==> src/rtl/pipe_pkg.sv <==
// Shared definitions for the forwarding scoreboard: in-flight entry record,
// forward-select encoding and the select-width helper.
package pipe_pkg;

    localparam int REGW          = 5;
    localparam int AGEW          = 8;
    localparam int DEPTH_DEFAULT = 2;
    localparam int FWD_RF        = 0;

    function automatic int sel_width(input int depth);
        return $clog2(depth + 1);
    endfunction

    // Select width for the default depth; instances derive their own from DEPTH.
    localparam int SELW = sel_width(DEPTH_DEFAULT);

    typedef struct packed {
        logic            valid;
        logic [REGW-1:0] rd;
        logic            wr;
        logic            load;
        logic [AGEW-1:0] age;
    } entry_t;

endpackage

==> src/rtl/fwd_match.sv <==
// Youngest-match priority search for one source operand over the in-flight
// entries; reports the winning stage or a not-yet-ready hazard.
module fwd_match
    import pipe_pkg::*;
#(
    parameter int DEPTH    = 2,
    parameter int LOAD_LAT = 1,
    parameter int SW       = 2
) (
    input  entry_t [DEPTH:1] ent_i,
    input  logic [REGW-1:0]  rs_i,
    output logic [SW-1:0]    sel_o,
    output logic             hazard_o
);

    // Scan oldest to youngest so the youngest match overrides any older one.
    always_comb begin
        sel_o    = SW'(FWD_RF);
        hazard_o = 1'b0;
        for (int k = DEPTH; k >= 1; k--) begin
            if (ent_i[k].valid && ent_i[k].wr && (ent_i[k].rd == rs_i) && (rs_i != '0)) begin
                // age counts edges since entering stage 1, so stage index is age+1
                if (!ent_i[k].load || ((int'(ent_i[k].age) + 1) >= LOAD_LAT)) begin
                    sel_o    = SW'(k);
                    hazard_o = 1'b0;
                end else begin
                    sel_o    = SW'(FWD_RF);
                    hazard_o = 1'b1;
                end
            end
        end
    end

endmodule

==> src/rtl/forward_scoreboard.sv <==
// Tracks instructions in flight after EX and produces per-source forward
// selects plus a load-use stall for the instruction sitting in ID.
module forward_scoreboard
    import pipe_pkg::*;
#(
    parameter int DEPTH    = 2,
    parameter int NSRC     = 2,
    parameter int LOAD_LAT = 1,
    localparam int SW      = sel_width(DEPTH)
) (
    input  logic                 clk,
    input  logic                 rst_n,
    input  logic                 dec_valid,
    input  logic [5*NSRC-1:0]    dec_rs,
    input  logic [4:0]           dec_rd,
    input  logic                 dec_regwrite,
    input  logic                 dec_load,
    input  logic                 flush,
    output logic [SW*NSRC-1:0]   fwd_sel,
    output logic                 stall,
    output logic [15:0]          stall_count
);

    entry_t [DEPTH:1] ent_q;
    entry_t [DEPTH:1] ent_d;
    logic [NSRC-1:0]    hazard;
    logic [SW*NSRC-1:0] sel_raw;
    logic [15:0]        stall_count_q;
    logic [15:0]        stall_count_d;

    for (genvar gi = 0; gi < NSRC; gi++) begin : g_src
        fwd_match #(
            .DEPTH    (DEPTH),
            .LOAD_LAT (LOAD_LAT),
            .SW       (SW)
        ) u_match (
            .ent_i    (ent_q),
            .rs_i     (dec_rs[5*gi +: 5]),
            .sel_o    (sel_raw[SW*gi +: SW]),
            .hazard_o (hazard[gi])
        );
        assign fwd_sel[SW*gi +: SW] = dec_valid ? sel_raw[SW*gi +: SW] : SW'(FWD_RF);
    end

    assign stall       = dec_valid & (|hazard);
    assign stall_count = stall_count_q;

    // Stage 1 takes the issuing instruction or a bubble; older stages shift on.
    always_comb begin
        ent_d          = ent_q;
        ent_d[1].valid = dec_valid & ~stall & ~flush;
        ent_d[1].rd    = dec_rd;
        ent_d[1].wr    = dec_regwrite;
        ent_d[1].load  = dec_load;
        ent_d[1].age   = '0;
        for (int k = 2; k <= DEPTH; k++) begin
            ent_d[k]     = ent_q[k-1];
            ent_d[k].age = (ent_q[k-1].age == '1) ? '1 : ent_q[k-1].age + AGEW'(1);
        end
    end

    always_comb begin
        stall_count_d = stall_count_q;
        if (stall && (stall_count_q != 16'hFFFF)) begin
            stall_count_d = stall_count_q + 16'd1;
        end
    end

    always_ff @(posedge clk) begin
        if (!rst_n) begin
            ent_q         <= '0;
            stall_count_q <= '0;
        end else begin
            ent_q         <= ent_d;
            stall_count_q <= stall_count_d;
        end
    end

endmodule

==> config.mk <==
export PLATFORM = sky130hd
export DESIGN_NAME = forward_scoreboard
export DESIGN_NICKNAME = d
export VERILOG_FILES = /design/src/rtl/pipe_pkg.sv /design/src/rtl/fwd_match.sv /design/src/rtl/forward_scoreboard.sv
export SDC_FILE = /design/constraint.sdc
export NUM_CORES = 1
export LEC_CHECK = 0
export BUFFER_PORTS_ARGS = -buffer_cell sky130_fd_sc_hd__buf_2
export CAP_MARGIN = 0
export CORE_AREA = 2 2 66 75
export DETAILED_ROUTE_END_ITERATION = 8
export DIE_AREA = 0 0 68 77
export MAX_ROUTING_LAYER = met4
export PLACE_DENSITY = 0.69
export SLEW_MARGIN = 20
export SYNTH_ARGS = -nofsm -noshare
export SYNTH_HDL_FRONTEND = slang
export SYNTH_HIERARCHICAL = 1
export SYNTH_SLANG_ARGS = --single-unit
==> constraint.sdc <==
create_clock -name clk -period 2.8 [get_ports clk]
set_clock_uncertainty 0.15 [all_clocks]
set_input_delay 0.14 -clock clk [delete_from_list [all_inputs] [get_ports clk]]
set_output_delay 0.14 -clock clk [all_outputs]
set_load 0.03 [all_outputs]
==> key figures, run 1 <==
Status
  – Status: complete, but fails checks
  – Violated checks: negative setup slack

Global route
  – Vias in the first global route: 1,713
  – Gr ovfl total: 0
  – Initial antenna violation count: 0
  – Largest net degree at the start of global routing: 31
  – Total track usage: 18.02%
  – Global-route wire length before repair: 7.196 mm

Yosys
  – Main synth FF type: dfxtp_1
  – Netlist cell types: 47
  – Main combinational cell family by area after synthesis: simple AND/OR/NAND/NOR gates
  – Post-Syn Area: 1951 um2
  – Main area contributors after synthesis: dfxtp_1, and2_1, ha_1
  – Post-synthesis simple-gate area fraction: 33.87%
  – EDFF count, synth: 0
  – Avg Cell Area, Syn: 8.555 um2
  – Register area share after synthesis: 33.87%
  – Mux cell area share after synthesis: 3.079%
  – Compound-Gate Fraction of Synth Area: 9.429%
  – Gate Count Post-Synth: 228
  – Yosys warns: 6
  – Post-Synth Adder-Cell Area: 5.773%
  – Async S/R FF share, synth: 0%
  – Post-synth top area share: 33.87%
  – Number of synthesized register bits: 33
  – Post-Synth XOR/XNOR Area: 9.429%
  – Top cell type by total area after synthesis: dfxtp_1

Pwr
  – Power Density: 407.9 nW/um2
  – Pleak: 1.313 nW
  – Peak VDD IR: 0.3207 mV

Clock network
  – Clock sinks: 33
  – Clock slew at reported path FFs: 70 ps
  – TritonCTS Buffers: 5
  – H-tree depth: 2
  – CTS tree: built
  – CTS Buffer Depth: 2
  – Clk Latency, worst-skew pair: 290 ps
  – CTS root buffer: clkbuf_8

Route
  – Final Routed Wirelength: 4.332 mm
  – Initial DRC count: 84
  – Avg WL per Cell: 10.94 um
  – Drc violations: 0
  – Vias: 1,865
  – Drt first pass iters: 4
  – Via density: 4.710
  – Post-route ant nets: 0

Setup path
  – CP Max Fanout: 3
  – Crit end category: flip-flop
  – Startpoint Class: flip-flop
  – CP required: 2870 ps
  – Worst path max stage delay: 560 ps
  – CP arrival: 3090 ps
  – Crit path kind: reg -> reg
  – Cells along the critical path: inv_2 -> ha_4 -> nor4b_4 -> nand4b_1 -> or4b_4 -> mux2i_4 -> o211ai_2 -> or3_1 -> a211o_1 -> or3_4 -> a21oi_2
  – Slowest CP cell: or4b_4

Final layout
  – # fillers: 397
  – N_diodes: 0
  – Final nets: 369
  – Layout cells sized above 1: 25.00%
  – Util after Layout: 62.35%
  – P&R area growth vs syn: 43.49%

Worst hold path
  – Hold Path Class: in -> reg

Floorplan
  – Core area: 4489 um2
  – Io pins: 42
  – Die H: 77 um
  – Die width: 68 um
  – Die area: 5236 um2
  – Row cnt: 26
  – Starting density of the core: 43.45%

Timing
  – RSZ-0062 raised after global routing: true
  – Hold slack final: 77.35 ps
  – Final WS setup: -223.3 ps
  – Count of final setup violators: 11
  – Fin. Hold Viols: 0
  – Part of the cycle the worst path needs: 108.0%
  – Slew Viols, Final: 0
  – Achievable clock frequency: 330.8 MHz
  – Final min period: 3023 ps

Placement
  – Routability cong.: 0.8564
  – Port bufs: 41
  – DP Wirelength: 3.117 mm

Run
  – Total of max-cap violations: 0
layout by cell type (no fill, tap or decap), drive strengths merged, types with 3 or more instances in the layout:
| master | Yosys | layout |
|---|---|---|
| nand4 | 9 | 9 |
| nand3 | 10 | 10 |
| xor2 | 12 | 12 |
| nand2b | 4 | 4 |
| and2 | 20 | 20 |
| nor2 | 18 | 18 |
| o21ai | 8 | 8 |
| dlygate4sd3 | 0 | 9 |
| mux2i | 6 | 6 |
| and3 | 6 | 6 |
| nor2b | 4 | 4 |
| ha | 9 | 9 |
| a21oi | 7 | 7 |
| conb | 1 | 45 |
| inv | 16 | 16 |
| clkbuf | 4 | 5 |
| nor4 | 3 | 3 |
| nand3b | 3 | 3 |
| nor3 | 7 | 7 |
| dfxtp | 33 | 33 |
| xnor2 | 9 | 9 |
| buf | 1 | 56 |
| nand2 | 11 | 11 |
cell families after synthesis:
logic type / after synthesis
other: 1
DFF: 33
buffers and inverters: 22
AOI/OAI and AO/OA: 27
and+or+nand+nor: 109
xor gates and xnor gates: 21
muxes: 6
adders and majority gates: 9
repair_timing:
item / CTS / global route
hold buffers: 9 / 0
cloned: 1 / 0
setup endpoints to repair: 7 / 15
endpoints found under the hold margin: 8 / 0
resized for setup: 8 / 17
buffers inserted: 3 / 2
pin swaps: 2 / 7
power breakdown:
part / switching, W / internal (W)
registers: 0.00000914 / 0.000481
logic: 0.0000587 / 0.0000566
clock network: 0.000183 / 0.000354
synthesized netlist by cell type (3+ instances only):
cell and n:
ha_1 9, and3_1 6, nor2b_1 4, inv_1 16
clkbuf_1 3, a21oi_1 7, nand2_1 11, xnor2_1 9
nand3b_1 3, xor2_1 12, dfxtp_1 33, nor3_1 7
nor2_1 18, mux2i_1 6, nand3_1 8, nand2b_1 4
and2_1 20, nand4_1 9, o21ai_0 8
per-layer routing:
layer	GRT usage, %	routed length (um)	up-vias
li1	-	-	974
met1	21.67	1918	848
met2	29.51	2154	38
met3	3.519	205	5
met4	6.200	54	0
met5	-	0	-
flip-flops by register name (all words and copies together) (netlist names):
name,cells
stall_count,16
ent_q,9
ent_d,8
worst max-delay path, delay by kind of cell (launching register included):
| family | cells | cell delay [ps] |
|---|---|---|
| adders and majority gates | 1 | 150 |
| AOI/OAI and AO/OA | 3 | 520 |
| muxes | 1 | 170 |
| buffers and inverters | 1 | 40 |
| DFF | 1 | 340 |
| and+or+nand+nor | 5 | 1580 |
final cells by class:
type | instances | area (um2) | area share (%)
tap | 56 | 70.07 | 2.503
timing repair buffer | 65 | 429.2 | 15.33
sequential | 33 | 661.9 | 23.65
multi-input combinational | 217 | 1440 | 51.45
clock buffer | 5 | 68.82 | 2.459
clock inverter | 3 | 65.06 | 2.325
inverter | 17 | 63.81 | 2.280
metrics by stage:
stage / instances / total power (W) / setup WS, ps / area, um2 / TNS, ps
2_1_floorplan: 272 / 0.0005612 / 6.075 / 2121 / 0
3_3_place_gp: 373 / 0.0005930 / -165.3 / 2442 / -260.6
3_5_place_dp: 373 / 0.0005949 / -235.2 / 2442 / -546.3
4_1_cts: 394 / 0.001145 / -206.9 / 2718 / -327.4
5_1_grt: 396 / 0.001194 / -351.9 / 2799 / -3458
6_report: 396 / 0.001142 / -223.3 / 2799 / -941.6
final timing paths:
| check | start | endpoint | slack (ps) | cells past startpoint |
|---|---|---|---|---|
| worst max-delay path | ent_q[16]$_SDFF_PN0_ | stall_count[15]$_SDFFE_PN0P_ | -220 | 11 |
| worst min-delay path | rst_n | ent_q[16]$_SDFF_PN0_ | 80 | 1 |
| worst max register to register | ent_q[16]$_SDFF_PN0_ | stall_count[15]$_SDFFE_PN0P_ | -220 | 11 |
| worst min register to register | ent_d[24]$_SDFF_PN0_ | ent_q[24]$_SDFF_PN0_ | 320 | 1 |
Power figures use the tool's default switching activity.
==> run 2, diff against run 1 <==
SETUP_SLACK_MARGIN = 0.5   (was default)
==> run 2 against run 1 <==
  * The flow still finishes with violations (negative setup slack)
  * Fmax fell by 1.9%
  * Critical endpoint unchanged
  * Global-route usage rose by 1.4 points
  * Via count rose by 0.91%
  * Combinational power barely moved
==> key figures, run 2 (synthesis results as in run 1) <==
Setup path
  – Slowest CP cell: or4b_1
  – CP Max Fanout: 3
  – Worst path top cell family by delay: simple AND/OR/NAND/NOR gates
  – Crit end category: flip-flop
  – CP arrival: 3150 ps
  – Crit path kind: reg -> reg
  – Crit path depth: 11
  – Most used cell along the critical path: or3_1
  – Startpoint Class: flip-flop
  – CP required: 2870 ps
  – Crit path buf inv count: 1
  – Cells along the critical path: inv_2 -> ha_4 -> nor4b_4 -> nand4b_1 -> or4b_1 -> mux2i_2 -> o211ai_2 -> or3_1 -> a211o_1 -> or3_1 -> a21oi_2
  – Worst path max stage delay: 500 ps
  – Register-to-Register Path Depth: 11

Floorplan
  – Die width: 68 um
  – Die area: 5236 um2
  – Io pins: 42
  – Row cnt: 26
  – Core area: 4489 um2
  – Starting density of the core: 43.45%
  – Die H: 77 um

Pwr
  – Power Density: 337.5 nW/um2
  – Peak VDD IR: 0.3009 mV
  – Total design power: 0.0009561 W
  – Pleak: 1.304 nW

Timing
  – Achievable clock frequency: 324.5 MHz
  – Slew Viols, Final: 0
  – Fin. Hold Viols: 0
  – Final WS setup: -282.0 ps
  – Setup_tns: -613.3 ps
  – RSZ-0062 raised after global routing: true
  – Count of final setup violators: 5
  – Final min period: 3082 ps
  – Part of the cycle the worst path needs: 110.1%

Route
  – Vias: 1,882
  – Post-route ant nets: 0
  – Initial DRC count: 81
  – Avg WL per Cell: 11.47 um
  – Final Routed Wirelength: 4.578 mm
  – Via density: 4.717
  – Drt first pass iters: 4
  – Drc violations: 0

Clock network
  – Clock sinks: 33
  – H-tree depth: 2
  – CTS tree: built
  – CTS root buffer: clkbuf_8
  – Clock slew at reported path FFs: 70 ps
  – TritonCTS Buffers: 5
  – Clk Latency, worst-skew pair: 290 ps
  – CTS Buffer Depth: 2

Final layout
  – Max reg flops: 16
  – Layout cells sized above 1: 29.74%
  – Area of the multi-input gates: 1469 um2
  – Finished Cell Area: 2833 um2
  – Final nets: 372
  – Most common cell after layout, fill and taps aside: conb_1
  – Storage element area: 668.1 um2
  – N_diodes: 0
  – P&R area growth vs syn: 45.22%
  – # fillers: 410
  – Most frequent cells in the layout: conb_1, buf_2, dfxtp_1, and2_1, nor2_1

Run
  – Total of max-cap violations: 0

Placement
  – Place WS: -256.4 ps
  – Placed Area: 2457 um2
  – DP Wirelength: 3.208 mm
  – Port bufs: 41
  – Routability cong.: 0.8514

Global route
  – Initial antenna violation count: 0
  – Total track usage: 19.38%
  – Gr ovfl total: 0
  – Vias in the first global route: 1,716
  – Largest net degree at the start of global routing: 31
  – Global-route wire length before repair: 7.548 mm

Status
  – Violated checks: negative setup slack
  – Status: complete, but fails checks

Worst hold path
  – Hold Path Class: in -> reg
  – Cells on Worst Hold Path: 3
-- run 2: changes by cell type in the layout (fill, tap and decap cells not counted), sizes merged --
cell	change
buf	+4
bufinv	-2
clkinv	+1
clkinvlp	+1
dlygate4sd3	-1
-- run 2: report_power, final --
group,switching (W),total [W],internal (W)
logic,0.0000584,0.000112,0.0000540
clock network,0.000183,0.000354,0.000171
registers,0.00000916,0.000490,0.000481
-- run 2: timing repair --
item	4_1_cts	5_1_grt
hold endpoints to repair	8	0
hold buffers	8	0
gates resized for setup	32	12
setup buffers	5	3
pin swaps	12	9
setup endpoints to repair	19	20
-- run 2: final timing paths --
path | slack, ps | end | startpoint
worst max-delay path | -280 | stall_count[15]$_SDFFE_PN0P_ | ent_q[16]$_SDFF_PN0_
worst max register to register | -280 | stall_count[15]$_SDFFE_PN0P_ | ent_q[16]$_SDFF_PN0_
worst min register to register | 320 | ent_q[25]$_SDFF_PN0_ | ent_d[25]$_SDFF_PN0_
worst min-delay path | 30 | ent_d[31]$_SDFF_PN0_ | dec_valid
-- run 2: worst register-to-register path, cell delays in order (launching register included) --
cell	delay (ps)
dfxtp_2	330
inv_2	50
ha_4	160
nor4b_4	250
nand4b_1	140
or4b_1	500
mux2i_2	210
o211ai_2	130
or3_1	360
a211o_1	280
or3_1	340
a21oi_2	130
-- run 2: metal layers --
layer,track usage [%],vias to the layer above,wire [um]
met3,4.545,6,180
met2,32.14,42,2400
met1,22.28,855,1936
met4,7.000,0,59
met5,-,-,0
li1,-,979,-
-- run 2: final cells by class --
type / instances / share of cell area [%]
Clock inverter: 3 / 0.6184
Timing Repair Buffer: 68 / 16.78
Sequential cell: 33 / 23.59
Clock buffer: 5 / 2.429
Tap cell: 56 / 2.473
Multi-Input combinational cell: 217 / 51.86
Inverter: 17 / 2.253
-- run 2: per-stage QoR --
| step | hold slack (ps) | std cells | utilization, % |
|---|---|---|---|
| after CTS | 20.81 | 396 | 61.68 |
| after detailed placement | 184.2 | 375 | 54.74 |
| after global placement | 185.4 | 375 | 54.74 |
| after floorplan | 17.74 | 272 | - |
| after global routing | 34.28 | 399 | 63.10 |
| final | 31.04 | 399 | 63.10 |
